File: src/rtl/chipmunk_pkg.sv
// Shared types for the chipmunk accumulator CPU: FSM states, ALU ops, decode classes, opcodes.
// Opcodes 12/21 exist only when CHIPMUNK_INDEXED_EN is defined.
package chipmunk_pkg;

  typedef enum logic [2:0] {
    FETCH   = 3'd0,
    DECODE  = 3'd1,
    ADDR_HI = 3'd2,
    MEM     = 3'd3,
    HALT    = 3'd4
  } state_t;

  typedef enum logic [3:0] {
    ALU_LD, ALU_TFR, ALU_ADC, ALU_SBC, ALU_AND, ALU_ORA, ALU_EOR,
    ALU_CMP, ALU_INC, ALU_DEC, ALU_ASL, ALU_LSR, ALU_CLC, ALU_SEC
  } alu_op_t;

  typedef enum logic [2:0] {
    CLS_NOP, CLS_HLT, CLS_IMPL, CLS_IMM, CLS_ABS, CLS_ST, CLS_JMP
  } cls_t;

  typedef enum logic [1:0] {DST_NONE, DST_A, DST_X, DST_Y} dst_t;

  localparam logic [7:0] OP_HLT   = 8'h00;
  localparam logic [7:0] OP_LDA_I = 8'h10, OP_LDA_A = 8'h11, OP_LDX_I = 8'h18, OP_LDX_A = 8'h19;
  localparam logic [7:0] OP_LDY_I = 8'h1C, OP_LDY_A = 8'h1D;
  localparam logic [7:0] OP_STA_A = 8'h20, OP_STX_A = 8'h24, OP_STY_A = 8'h28;
`ifdef CHIPMUNK_INDEXED_EN
  localparam logic [7:0] OP_LDA_AX = 8'h12, OP_STA_AX = 8'h21;
`endif
  localparam logic [7:0] OP_ADC_I = 8'h30, OP_ADC_A = 8'h31, OP_SBC_I = 8'h34, OP_SBC_A = 8'h35;
  localparam logic [7:0] OP_AND_I = 8'h38, OP_AND_A = 8'h39, OP_ORA_I = 8'h3C, OP_ORA_A = 8'h3D;
  localparam logic [7:0] OP_EOR_I = 8'h40, OP_EOR_A = 8'h41, OP_CMP_I = 8'h44, OP_CMP_A = 8'h45;
  localparam logic [7:0] OP_INX = 8'h50, OP_INY = 8'h51, OP_DEX = 8'h52, OP_DEY = 8'h53;
  localparam logic [7:0] OP_TAX = 8'h54, OP_TXA = 8'h55, OP_TAY = 8'h56, OP_TYA = 8'h57;
  localparam logic [7:0] OP_CLC = 8'h58, OP_SEC = 8'h59, OP_ASL = 8'h5A, OP_LSR = 8'h5B;
  localparam logic [7:0] OP_JMP = 8'h60, OP_BEQ = 8'h61, OP_BNE = 8'h62, OP_BCS = 8'h63;
  localparam logic [7:0] OP_BCC = 8'h64, OP_BMI = 8'h65, OP_BPL = 8'h66;

endpackage

File: src/rtl/chipmunk_alu.sv
// Combinational ALU: result and C for every op; Z/N always derived from the result.
module chipmunk_alu
  import chipmunk_pkg::*;
(
  input  alu_op_t    i_op,
  input  logic [7:0] i_a,
  input  logic [7:0] i_m,
  input  logic       i_c,
  output logic [7:0] o_res,
  output logic       o_c,
  output logic       o_z,
  output logic       o_n
);

  logic [8:0] w_sum;

  always_comb begin
    w_sum = 9'd0;
    o_res = i_a;
    o_c   = i_c;
    case (i_op)
      ALU_LD:  o_res = i_m;
      ALU_TFR: o_res = i_a;
      ALU_ADC: begin
        w_sum = {1'b0, i_a} + {1'b0, i_m} + {8'd0, i_c};
        o_res = w_sum[7:0];
        o_c   = w_sum[8];
      end
      ALU_SBC: begin
        w_sum = {1'b0, i_a} + {1'b0, ~i_m} + {8'd0, i_c};
        o_res = w_sum[7:0];
        o_c   = w_sum[8];
      end
      // Carry out of A + ~M + 1 is exactly (A >= M).
      ALU_CMP: begin
        w_sum = {1'b0, i_a} + {1'b0, ~i_m} + 9'd1;
        o_res = w_sum[7:0];
        o_c   = w_sum[8];
      end
      ALU_AND: o_res = i_a & i_m;
      ALU_ORA: o_res = i_a | i_m;
      ALU_EOR: o_res = i_a ^ i_m;
      ALU_INC: o_res = i_a + 8'd1;
      ALU_DEC: o_res = i_a - 8'd1;
      ALU_ASL: begin
        o_res = {i_a[6:0], 1'b0};
        o_c   = i_a[7];
      end
      ALU_LSR: begin
        o_res = {1'b0, i_a[7:1]};
        o_c   = i_a[0];
      end
      ALU_CLC: o_c = 1'b0;
      ALU_SEC: o_c = 1'b1;
      default: o_res = i_a;
    endcase
    o_z = (o_res == 8'd0);
    o_n = o_res[7];
  end

endmodule

File: src/rtl/chipmunk.sv
// chipmunk: 8-bit accumulator CPU, 12-bit address, multi-cycle FETCH/DECODE/ADDR_HI/MEM/HALT FSM.
// Define CHIPMUNK_INDEXED_EN to enable LDA abs,X (12) and STA abs,X (21).
module chipmunk
  import chipmunk_pkg::*;
(
  input  logic        clk,
  input  logic        reset,
  input  logic [11:0] startPC,
  input  logic [7:0]  dataBus,
  output logic [7:0]  dataBusWrite,
  output logic [11:0] addrBus,
  output logic        weMem,
  output logic        done
);

  state_t      r_state, w_state_next;
  logic [11:0] r_pc, w_pc_next, r_ea, w_ea_next, w_pc_inc, w_ea_hi, w_ea_full;
  logic [7:0]  r_a, r_x, r_y, r_opcode, w_opcode_next;
  logic        r_z, r_n, r_c;
  cls_t        w_cls;
  alu_op_t     w_op;
  dst_t        w_dst;
  logic [7:0]  w_alu_a, w_st_data, w_alu_res, w_wdata;
  logic        w_zn, w_take, w_exec, w_we_n, w_alu_c, w_alu_z, w_alu_n;
`ifdef CHIPMUNK_INDEXED_EN
  logic        w_idx;
`endif

  // Instruction decode from the latched opcode.
  always_comb begin
    w_cls     = CLS_NOP;
    w_op      = ALU_LD;
    w_alu_a   = r_a;
    w_dst     = DST_NONE;
    w_zn      = 1'b1;
    w_take    = 1'b1;
    w_st_data = r_a;
`ifdef CHIPMUNK_INDEXED_EN
    w_idx     = 1'b0;
`endif
    case (r_opcode)
      OP_HLT:             w_cls = CLS_HLT;
      OP_LDA_I, OP_LDA_A: begin w_cls = r_opcode[0] ? CLS_ABS : CLS_IMM; w_dst = DST_A; end
      OP_LDX_I, OP_LDX_A: begin w_cls = r_opcode[0] ? CLS_ABS : CLS_IMM; w_dst = DST_X; end
      OP_LDY_I, OP_LDY_A: begin w_cls = r_opcode[0] ? CLS_ABS : CLS_IMM; w_dst = DST_Y; end
`ifdef CHIPMUNK_INDEXED_EN
      OP_LDA_AX:          begin w_cls = CLS_ABS; w_dst = DST_A; w_idx = 1'b1; end
      OP_STA_AX:          begin w_cls = CLS_ST; w_idx = 1'b1; end
`endif
      OP_STA_A:           w_cls = CLS_ST;
      OP_STX_A:           begin w_cls = CLS_ST; w_st_data = r_x; end
      OP_STY_A:           begin w_cls = CLS_ST; w_st_data = r_y; end
      OP_ADC_I, OP_ADC_A: begin w_cls = r_opcode[0] ? CLS_ABS : CLS_IMM; w_op = ALU_ADC; w_dst = DST_A; end
      OP_SBC_I, OP_SBC_A: begin w_cls = r_opcode[0] ? CLS_ABS : CLS_IMM; w_op = ALU_SBC; w_dst = DST_A; end
      OP_AND_I, OP_AND_A: begin w_cls = r_opcode[0] ? CLS_ABS : CLS_IMM; w_op = ALU_AND; w_dst = DST_A; end
      OP_ORA_I, OP_ORA_A: begin w_cls = r_opcode[0] ? CLS_ABS : CLS_IMM; w_op = ALU_ORA; w_dst = DST_A; end
      OP_EOR_I, OP_EOR_A: begin w_cls = r_opcode[0] ? CLS_ABS : CLS_IMM; w_op = ALU_EOR; w_dst = DST_A; end
      OP_CMP_I, OP_CMP_A: begin w_cls = r_opcode[0] ? CLS_ABS : CLS_IMM; w_op = ALU_CMP; end
      OP_INX: begin w_cls = CLS_IMPL; w_op = ALU_INC; w_alu_a = r_x; w_dst = DST_X; end
      OP_INY: begin w_cls = CLS_IMPL; w_op = ALU_INC; w_alu_a = r_y; w_dst = DST_Y; end
      OP_DEX: begin w_cls = CLS_IMPL; w_op = ALU_DEC; w_alu_a = r_x; w_dst = DST_X; end
      OP_DEY: begin w_cls = CLS_IMPL; w_op = ALU_DEC; w_alu_a = r_y; w_dst = DST_Y; end
      OP_TAX: begin w_cls = CLS_IMPL; w_op = ALU_TFR; w_dst = DST_X; end
      OP_TXA: begin w_cls = CLS_IMPL; w_op = ALU_TFR; w_alu_a = r_x; w_dst = DST_A; end
      OP_TAY: begin w_cls = CLS_IMPL; w_op = ALU_TFR; w_dst = DST_Y; end
      OP_TYA: begin w_cls = CLS_IMPL; w_op = ALU_TFR; w_alu_a = r_y; w_dst = DST_A; end
      OP_CLC: begin w_cls = CLS_IMPL; w_op = ALU_CLC; w_zn = 1'b0; end
      OP_SEC: begin w_cls = CLS_IMPL; w_op = ALU_SEC; w_zn = 1'b0; end
      OP_ASL: begin w_cls = CLS_IMPL; w_op = ALU_ASL; w_dst = DST_A; end
      OP_LSR: begin w_cls = CLS_IMPL; w_op = ALU_LSR; w_dst = DST_A; end
      OP_JMP: w_cls = CLS_JMP;
      OP_BEQ: begin w_cls = CLS_JMP; w_take = r_z;  end
      OP_BNE: begin w_cls = CLS_JMP; w_take = ~r_z; end
      OP_BCS: begin w_cls = CLS_JMP; w_take = r_c;  end
      OP_BCC: begin w_cls = CLS_JMP; w_take = ~r_c; end
      OP_BMI: begin w_cls = CLS_JMP; w_take = r_n;  end
      OP_BPL: begin w_cls = CLS_JMP; w_take = ~r_n; end
      default: w_cls = CLS_NOP;
    endcase
  end

  chipmunk_alu u_alu (
    .i_op  (w_op),
    .i_a   (w_alu_a),
    .i_m   (dataBus),
    .i_c   (r_c),
    .o_res (w_alu_res),
    .o_c   (w_alu_c),
    .o_z   (w_alu_z),
    .o_n   (w_alu_n)
  );

  assign w_pc_inc = r_pc + 12'd1;
  assign w_ea_hi  = {dataBus[3:0], r_ea[7:0]};
`ifdef CHIPMUNK_INDEXED_EN
  assign w_ea_full = w_idx ? (w_ea_hi + {4'd0, r_x}) : w_ea_hi;
`else
  assign w_ea_full = w_ea_hi;
`endif

  always_comb begin
    w_state_next  = r_state;
    w_pc_next     = r_pc;
    w_ea_next     = r_ea;
    w_opcode_next = r_opcode;
    w_exec        = 1'b0;
    w_we_n        = 1'b1;
    w_wdata       = 8'd0;
    addrBus       = r_pc;
    case (r_state)
      FETCH: begin
        w_opcode_next = dataBus;
        w_pc_next     = w_pc_inc;
        w_state_next  = DECODE;
      end
      DECODE: begin
        case (w_cls)
          CLS_HLT:  w_state_next = HALT;
          CLS_IMPL: begin w_exec = 1'b1; w_state_next = FETCH; end
          CLS_IMM:  begin w_exec = 1'b1; w_pc_next = w_pc_inc; w_state_next = FETCH; end
          CLS_ABS, CLS_ST, CLS_JMP: begin
            w_ea_next    = {r_ea[11:8], dataBus};
            w_pc_next    = w_pc_inc;
            w_state_next = ADDR_HI;
          end
          default:  w_state_next = FETCH;
        endcase
      end
      // Branch targets are never indexed; a not-taken branch keeps the incremented PC.
      ADDR_HI: begin
        w_pc_next = w_pc_inc;
        if (w_cls == CLS_JMP) begin
          if (w_take) w_pc_next = w_ea_hi;
          w_state_next = FETCH;
        end else begin
          w_ea_next    = w_ea_full;
          w_state_next = MEM;
        end
      end
      MEM: begin
        addrBus      = r_ea;
        w_state_next = FETCH;
        if (w_cls == CLS_ST) begin
          w_we_n  = 1'b0;
          w_wdata = w_st_data;
        end else begin
          w_exec = 1'b1;
        end
      end
      HALT:    w_state_next = HALT;
      default: w_state_next = FETCH;
    endcase
  end

  assign weMem        = w_we_n;
  assign dataBusWrite = w_wdata;
  assign done         = (r_state == HALT);

  always_ff @(posedge clk) begin
    if (reset) begin
      r_state  <= FETCH;
      r_pc     <= startPC;
      r_ea     <= 12'd0;
      r_opcode <= 8'd0;
      r_a      <= 8'd0;
      r_x      <= 8'd0;
      r_y      <= 8'd0;
      r_z      <= 1'b0;
      r_n      <= 1'b0;
      r_c      <= 1'b0;
    end else begin
      r_state  <= w_state_next;
      r_pc     <= w_pc_next;
      r_ea     <= w_ea_next;
      r_opcode <= w_opcode_next;
      if (w_exec) begin
        r_c <= w_alu_c;
        if (w_zn) begin
          r_z <= w_alu_z;
          r_n <= w_alu_n;
        end
        case (w_dst)
          DST_A:   r_a <= w_alu_res;
          DST_X:   r_x <= w_alu_res;
          DST_Y:   r_y <= w_alu_res;
          default: ;
        endcase
      end
    end
  end

endmodule

File: config.mk
export PLATFORM = sky130hd
export DESIGN_NAME = chipmunk
export DESIGN_NICKNAME = d
export VERILOG_FILES = /design/src/rtl/chipmunk_pkg.sv /design/src/rtl/chipmunk_alu.sv /design/src/rtl/chipmunk.sv
export SDC_FILE = /design/constraint.sdc
export NUM_CORES = 1
export LEC_CHECK = 0
export CAP_MARGIN = 20
export CELL_PAD_IN_SITES_DETAIL_PLACEMENT = 0
export CELL_PAD_IN_SITES_GLOBAL_PLACEMENT = 1
export CORE_MARGIN = 1
export CORE_UTILIZATION = 44
export CTS_CLUSTER_DIAMETER = 120
export DETAILED_ROUTE_END_ITERATION = 12
export PLACE_DENSITY_LB_ADDON = 0.05
export SETUP_SLACK_MARGIN = 0.2
export SKIP_CTS_REPAIR_TIMING = 1
export SKIP_LAST_GASP = 1
export SLEW_MARGIN = 0
export SYNTH_ARGS = -nofsm -noshare
export SYNTH_HDL_FRONTEND = slang
export SYNTH_SLANG_ARGS = --single-unit
File: constraint.sdc
create_clock -name clk -period 5.1 [get_ports clk]
set_input_delay 0.51 -clock clk [delete_from_list [all_inputs] [get_ports clk]]
set_output_delay 0.51 -clock clk [all_outputs]
set_load 0.05 [all_outputs]
==> results.md, run 1 <==
* Layout cells sized above 1 at 9.96%
* Yosys warning count at 0
* Per-cell routed wire length at 20.5 um
* P&R area growth vs syn at 16.9%
* Vias at 6135
* Gate Count Post-Synth at 785
* Leakage at 2.52 nW
* Num CTS Buffers at 9
* Setup violators final at 0
* Skew-Pair Late Insertion Delay at 0.34 ns
* Post-synthesis cell type count at 85
* NumNets Final at 878
* # rows at 41
* Worst Path Max Fanout at 14
* GPL Wtd Cong at 0.946
* Simple-gate area share of the yosys netlist at 24.9%
* Worst Setup Slack, final at 0.543 ns
* RSZ-0062 raised after global routing: no
* WP data required at 5.36 ns
* Worst reg-to-reg setup slack at 0.54 ns
* Fin crit period at 4.56 ns
* Total wire length at 20400 um
* Post-synthesis compound-gate area fraction at 25.1%
* Total GRT Usage at 29.8%
* Max cap viols at 0
* Crit-path max cell delay at 0.55 ns
* Setup WS pre-CTS at 0.185 ns
* Synthesized Nets at 845
* Worst hold path class: register to register
* Relative slew slack at 41.8%
* CTS root buf: clkbuf_16
* CTS max path bufs at 2
* Post-DP HPWL at 15400 um
* Fin Hold WS at 0.475 ns
* DRC viols at 0
* Largest net degree at the start of global routing at 75
* Filler cell count at 1206
* # H-tree levels at 3
* Critical Path Start Type: register
* Worst-path clk slew at 0.06 ns
* Sum Neg Setup Slack at 0 ns
* First-pass GRT wire length at 32100 um
* Slowest stage cell, crit path: or4b_1
* WP data arrival at 4.82 ns
* Proportion of synthesized area in mux cells at 8.30%
* Initial Utilization at 45.8%
* Pre-antenna DRT Iters at 6
* Worst Setup End Kind: register
* Adder-cell share of the synthesized area at 8.81%
* Period utilisation layout at 89.4%
* Status: complete, no violations
* CP cell instances: buf_4 -> nand4b_1 -> o211a_1 -> o21ai_2 -> ha_1 -> inv_1 -> fa_1 -> inv_1 -> ha_1 -> a21oi_1 -> o311ai_0 -> a2111oi_2 -> a32oi_2 -> or4b_1 -> or4_1 -> nor3_2 -> o2bb2ai_1
* Multi-input logic area at 0.00418 mm2
* # port buffers at 43
* Yosys reg bits at 62
* Avg Cell Area, Syn at 7.45 um2
* CP bufs+invs at 3
* Slew @ Worst Pin at 0.871 ns
* CP top delay family: compound AO/OA/AOI/OAI gates
* Hold Fails Final Rpt at 0
* Placed insts at 979
* EDFF count, synth at 12
* Number of global-route vias before repair at 5577
* Initial antenna violation count at 0
* CTS tree: built
* Core Box Area at 0.0128 mm2
* Final core occ at 53.5%
* VDD IR-drop max at 0.000224 V
* Main flop type after synthesis: dfxtp_1
* Setup Skew at 0.0137 ns
* FF/Latch Area at 0.00136 mm2
* WS Path Type: register to register
* CTS Sinks at 62
* Chip height at 117 um
* Register area share after synthesis at 23.3%
* Die area at 0.0138 mm2
* Main combinational cell family by area after synthesis: compound AO/OA/AOI/OAI gates
* Detailed Route Iter0 Violations at 689
* Xor/xnor cell area share of the yosys netlist at 3.74%
* Fmax at 0.219 GHz
* Cell Area, Synth at 0.00585 mm2
* Pwr Density at 262 mW/mm2
* Async set or reset register ratio after synthesis at 0%
* Max-slew violation count at 0
* # diodes at 0
* Grt ovf at 0
* Ports at 44
* Drt via density at 6.17
* Final antenna-violating net count at 0
* Die Wd at 117 um
* Layout Cells excl Fill at 995
==> final timing paths <==
| path | start | end | cells past startpoint |
|---|---|---|---|
| worst max-delay path | r_opcode[2] | r_z | 17 |
| worst min-delay path | r_ea[2] | r_ea[2] | 2 |
| worst max register to register | r_opcode[2] | r_z | 17 |
| worst min register to register | r_ea[2] | r_ea[2] | 2 |
==> metal layers <==
metal | part of all wire, % | wire, um | track usage [%] | vias up
met4 | 2.1 | 431 | 8.52 | 0
li1 | - | - | - | 2901
met5 | 0 | 0 | 0 | -
met1 | 47 | 9650 | 43.4 | 2930
met2 | 44 | 9000 | 45.1 | 281
met3 | 6.7 | 1360 | 4.33 | 23
==> worst reg2reg max path, stage by stage, from the launching register on <==
cell and delay, ns:
dfxtp_1 0.41, buf_4 0.25, nand4b_1 0.14, o211a_1 0.20, o21ai_2 0.23, ha_1 0.25, inv_1 0.07, fa_1 0.47
inv_1 0.07, ha_1 0.30, a21oi_1 0.14, o311ai_0 0.20, a2111oi_2 0.33, a32oi_2 0.22, or4b_1 0.55, or4_1 0.42
nor3_2 0.11, o2bb2ai_1 0.14
==> synth_stat cells (7+ instances only) <==
cell,number,area (um2)
a21oi_1,72,360
o21ai_0,52,260
ha_1,34,425
a22oi_1,11,82.6
mux2_2,12,135
nor2_1,98,368
nand3_1,27,135
dfxtp_1,50,1000
mux2i_1,35,350
nor3b_1,7,52.6
a211oi_1,9,67.6
nand2b_1,13,81.3
nor3_1,13,65.1
xnor2_1,18,158
a21o_1,10,75.1
and3_1,8,50.1
inv_1,34,128
buf_2,8,40.0
xor2_1,7,61.3
a31oi_1,8,50.1
edfxtp_1,12,360
o211ai_1,10,75.1
nand2_1,78,293
clkbuf_1,29,109
==> power breakdown <==
part | internal, W | switching [W] | total (W) | leakage, nW
logic | 0.000191 | 0.000335 | 0.000527 | 1.83
clock network | 0.000452 | 0.000232 | 0.000684 | 0.160
registers | 0.000540 | 0.0000406 | 0.000581 | 0.533
total | 0.00118 | 0.000607 | 0.00179 | 2.52
==> metrics by stage <==
stage,total power [W],cell area (um2)
3_3_place_gp,0.00110,6480
3_5_place_dp,0.00110,6480
6_report,0.00179,6840
4_1_cts,0.00179,6810
2_1_floorplan,0.000938,5850
5_1_grt,0.00187,6840
==> cells by family (layout without fill, tap and decap cells) <==
kind of cell,Yosys count,after routing
buf+inv,84,122
xor+xnor,25,25
simple gates,299,299
fa+ha+maj,39,39
mux,47,47
compound gates,229,229
flops,62,62
==> registers in the layout (all words and copies together) (netlist names) <==
| name | cells |
|---|---|
| r_x | 8 |
| r_opcode | 8 |
| r_n | 1 |
| r_pc | 12 |
| r_y | 8 |
| r_z | 1 |
| r_state | 3 |
| r_c | 1 |
| r_a | 8 |
| r_ea | 12 |
==> cells in the final DEF, fill, tap and decap left out, types with 4 or more instances in the layout <==
cell / instances
nand2b_1: 13
fa_1: 4
a211oi_1: 9
clkdlybuf4s50_1: 42
or2_2: 6
nor3_1: 13
nor4_1: 6
ha_1: 34
mux2_2: 12
xor2_1: 7
nor3b_1: 6
and3_1: 8
a21oi_1: 72
a221oi_1: 4
o211ai_1: 10
nor2_1: 98
nand4_1: 5
a22oi_1: 10
a31oi_1: 8
nand2_1: 78
xnor2_1: 17
edfxtp_1: 12
o21ai_0: 52
and2_1: 4
nand3_1: 26
mux2i_1: 35
inv_1: 34
buf_4: 26
nor2b_1: 4
clkbuf_16: 9
a21o_1: 10
dfxtp_1: 49
or3_1: 6
==> cell type report <==
type	instances	share of cell area, %
multi-input cells	639	61.1
flip-flops and latches	62	19.9
inverters	37	2.03
repair buffers	69	9.08
clock buffers	12	3.75
well taps	172	3.15
clock inverters	4	1.01
No activity file was read; power rests on OpenSTA's default activity.
==> run 2, diff against run 1 <==
- ABC_CLOCK_PERIOD_IN_PS: unset -> 4300
- clock period: 5.1 -> 4.3 ns (I/O delays scaled with it)
==> results.md, run 2 (synthesis results as in run 1) <==
* CTS max path bufs at 2 (unchanged)
* Crit-path max cell delay at 0.58 ns (was 0.55 ns)
* NumNets Final at 913 (was 878)
* Pre-antenna DRT Iters at 5 (was 6)
* Status: complete, no violations (unchanged)
* Max-slew violation count at 0 (unchanged)
* Setup violators final at 0 (unchanged)
* CTS Sinks at 62 (unchanged)
* RSZ-0062 raised after global routing: yes (was no)
* Worst Path Max Fanout at 6 (was 14)
* DRC viols at 0 (unchanged)
* First-pass GRT wire length at 32800 um (was 32100 um)
* GPL Wtd Cong at 0.942 (was 0.946)
* Die area at 0.0138 mm2 (unchanged)
* Final core occ at 56.2% (was 53.5%)
* Setup Skew at 0.00952 ns (was 0.0137 ns)
* CP cell instances: and4bb_4 -> nand3_1 -> and2_1 -> or2_2 -> ha_4 -> buf_4 -> inv_1 -> a311o_1 -> xnor2_1 -> a21oi_1 -> o31a_1 -> a41oi_1 -> or4_4 -> nor3_4 -> o2bb2ai_2 (was buf_4 -> nand4b_1 -> o211a_1 -> o21ai_2 -> ha_1 -> inv_1 -> fa_1 -> inv_1 -> ha_1 -> a21oi_1 -> o311ai_0 -> a2111oi_2 -> a32oi_2 -> or4b_1 -> or4_1 -> nor3_2 -> o2bb2ai_1)
* Die Wd at 117 um (unchanged)
* Slowest stage cell, crit path: or4_4 (was or4b_1)
* Fmax at 0.249 GHz (was 0.219 GHz)
* Pwr Density at 285 mW/mm2 (was 262 mW/mm2)
* Grt ovf at 0 (unchanged)
* Hold Fails Final Rpt at 0 (unchanged)
* Initial antenna violation count at 0 (unchanged)
* Max cap viols at 0 (unchanged)
* Number of global-route vias before repair at 5752 (was 5577)
* Filler cell count at 1258 (was 1206)
* CTS root buf: clkbuf_16 (unchanged)
* WP data required at 4.57 ns (was 5.36 ns)
* Leakage at 2.67 nW (was 2.52 nW)
* Num CTS Buffers at 9 (unchanged)
* Total wire length at 21400 um (was 20400 um)
* Layout Cells excl Fill at 1030 (was 995)
* Commonest cells after routing, fill and taps aside: 98 x nor2_1, 78 x nand2_1, 70 x a21oi_1, 61 x buf_4, 49 x o21ai_0 (was 98 x nor2_1, 78 x nand2_1, 72 x a21oi_1, 52 x o21ai_0, 49 x dfxtp_1)
* Ports at 44 (unchanged)
* Worst Setup End Kind: register (unchanged)
* Drt via density at 6.13 (was 6.17)
* CTS tree: built (unchanged)
* Final antenna-violating net count at 0 (unchanged)
* Layout cells sized above 1 at 16.4% (was 9.96%)
* Post-DP HPWL at 16200 um (was 15400 um)
* # H-tree levels at 3 (unchanged)
* # diodes at 0 (unchanged)
* Core Box Area at 0.0128 mm2 (unchanged)
* Total power at 0.00205 W (was 0.00179 W)
* WS Path Type: register to register (unchanged)
* Period utilisation layout at 93.3% (was 89.4%)
* Slew @ Worst Pin at 0.789 ns (was 0.871 ns)
* Sum Neg Setup Slack at 0 ns (unchanged)
* Fin crit period at 4.01 ns (was 4.56 ns)
* Detailed Route Iter0 Violations at 731 (was 689)
* Initial Utilization at 45.8% (unchanged)
* Largest net degree at the start of global routing at 51 (was 75)
* Critical Path Start Type: register (unchanged)
* Per-cell routed wire length at 20.8 um (was 20.5 um)
* Chip height at 117 um (unchanged)
* Regs by FF count: r_ea x12, r_pc x12 (unchanged)
* Worst-path clk slew at 0.06 ns (about the same)
* Relative slew slack at 47.3% (was 41.8%)
* Total GRT Usage at 30.9% (was 29.8%)
* WP data arrival at 4.29 ns (was 4.82 ns)
* Vias at 6319 (was 6135)
* VDD IR-drop max at 0.000248 V (was 0.000224 V)
* Worst hold path class: register to register (unchanged)
* P&R area growth vs syn at 22.7% (was 16.9%)
* Placed insts at 1009 (was 979)
* # port buffers at 43 (unchanged)
* # rows at 41 (unchanged)
* Worst reg-to-reg setup slack at 0.29 ns (was 0.54 ns)
* Most common cell after layout, fill and taps aside: nor2_1 (unchanged)
* Skew-Pair Late Insertion Delay at 0.34 ns (about the same)
[run 2: per-stage QoR]
stage | hold slack (ns) | instance area [um2] | setup WS (ns)
2_1_floorplan | 0.442 | 5860 | 0.236
3_3_place_gp | 0.462 | 6710 | 0.137
3_5_place_dp | 0.472 | 6710 | 0.0963
4_1_cts | 0.479 | 6990 | 0.0731
5_1_grt | 0.497 | 7180 | 0.143
6_report | 0.477 | 7180 | 0.286
[run 2: worst paths after layout]
kind	from	end	cells past startpoint
hold / removal	r_ea[0]	r_ea[0]	2
hold reg to reg	r_ea[0]	r_ea[0]	2
setup reg to reg	r_opcode[7]	r_z	15
setup / recovery	r_opcode[7]	r_z	15
[run 2: critical path: cells and delay by family, from the launching register on]
| kind | cells | cell delay [ns] |
|---|---|---|
| compound gates | 5 | 1.04 |
| xor+xnor | 1 | 0.16 |
| fa+ha+maj | 1 | 0.34 |
| buf+inv | 2 | 0.21 |
| flops | 1 | 0.30 |
| simple gates | 6 | 1.90 |
[run 2: per-layer routing]
layer	global-route usage [%]	vias to the layer above	share of wire (%)
li1	-	2976	-
met1	44.6	3019	47
met2	43.9	275	41
met3	5.45	49	7.3
met4	14.4	0	4.1
met5	0	-	0
[run 2: final cells by class]
type / count / area (um2) / area share (%)
clock buffer: 9 / 225 / 3.14
clock inverter: 7 / 50.0 / 0.697
inverter: 37 / 139 / 1.94
multi-input combinational: 639 / 4300 / 59.9
sequential: 62 / 1370 / 19.1
tap: 172 / 215 / 3.00
timing repair buffer: 104 / 883 / 12.3
[run 2: where the power goes]
group | switching, W | internal (W) | total, W
Combinational | 0.000419 | 0.000261 | 0.000680
Clock | 0.000290 | 0.000390 | 0.000680
Sequential | 0.0000456 | 0.000641 | 0.000687
Total | 0.000754 | 0.00129 | 0.00205
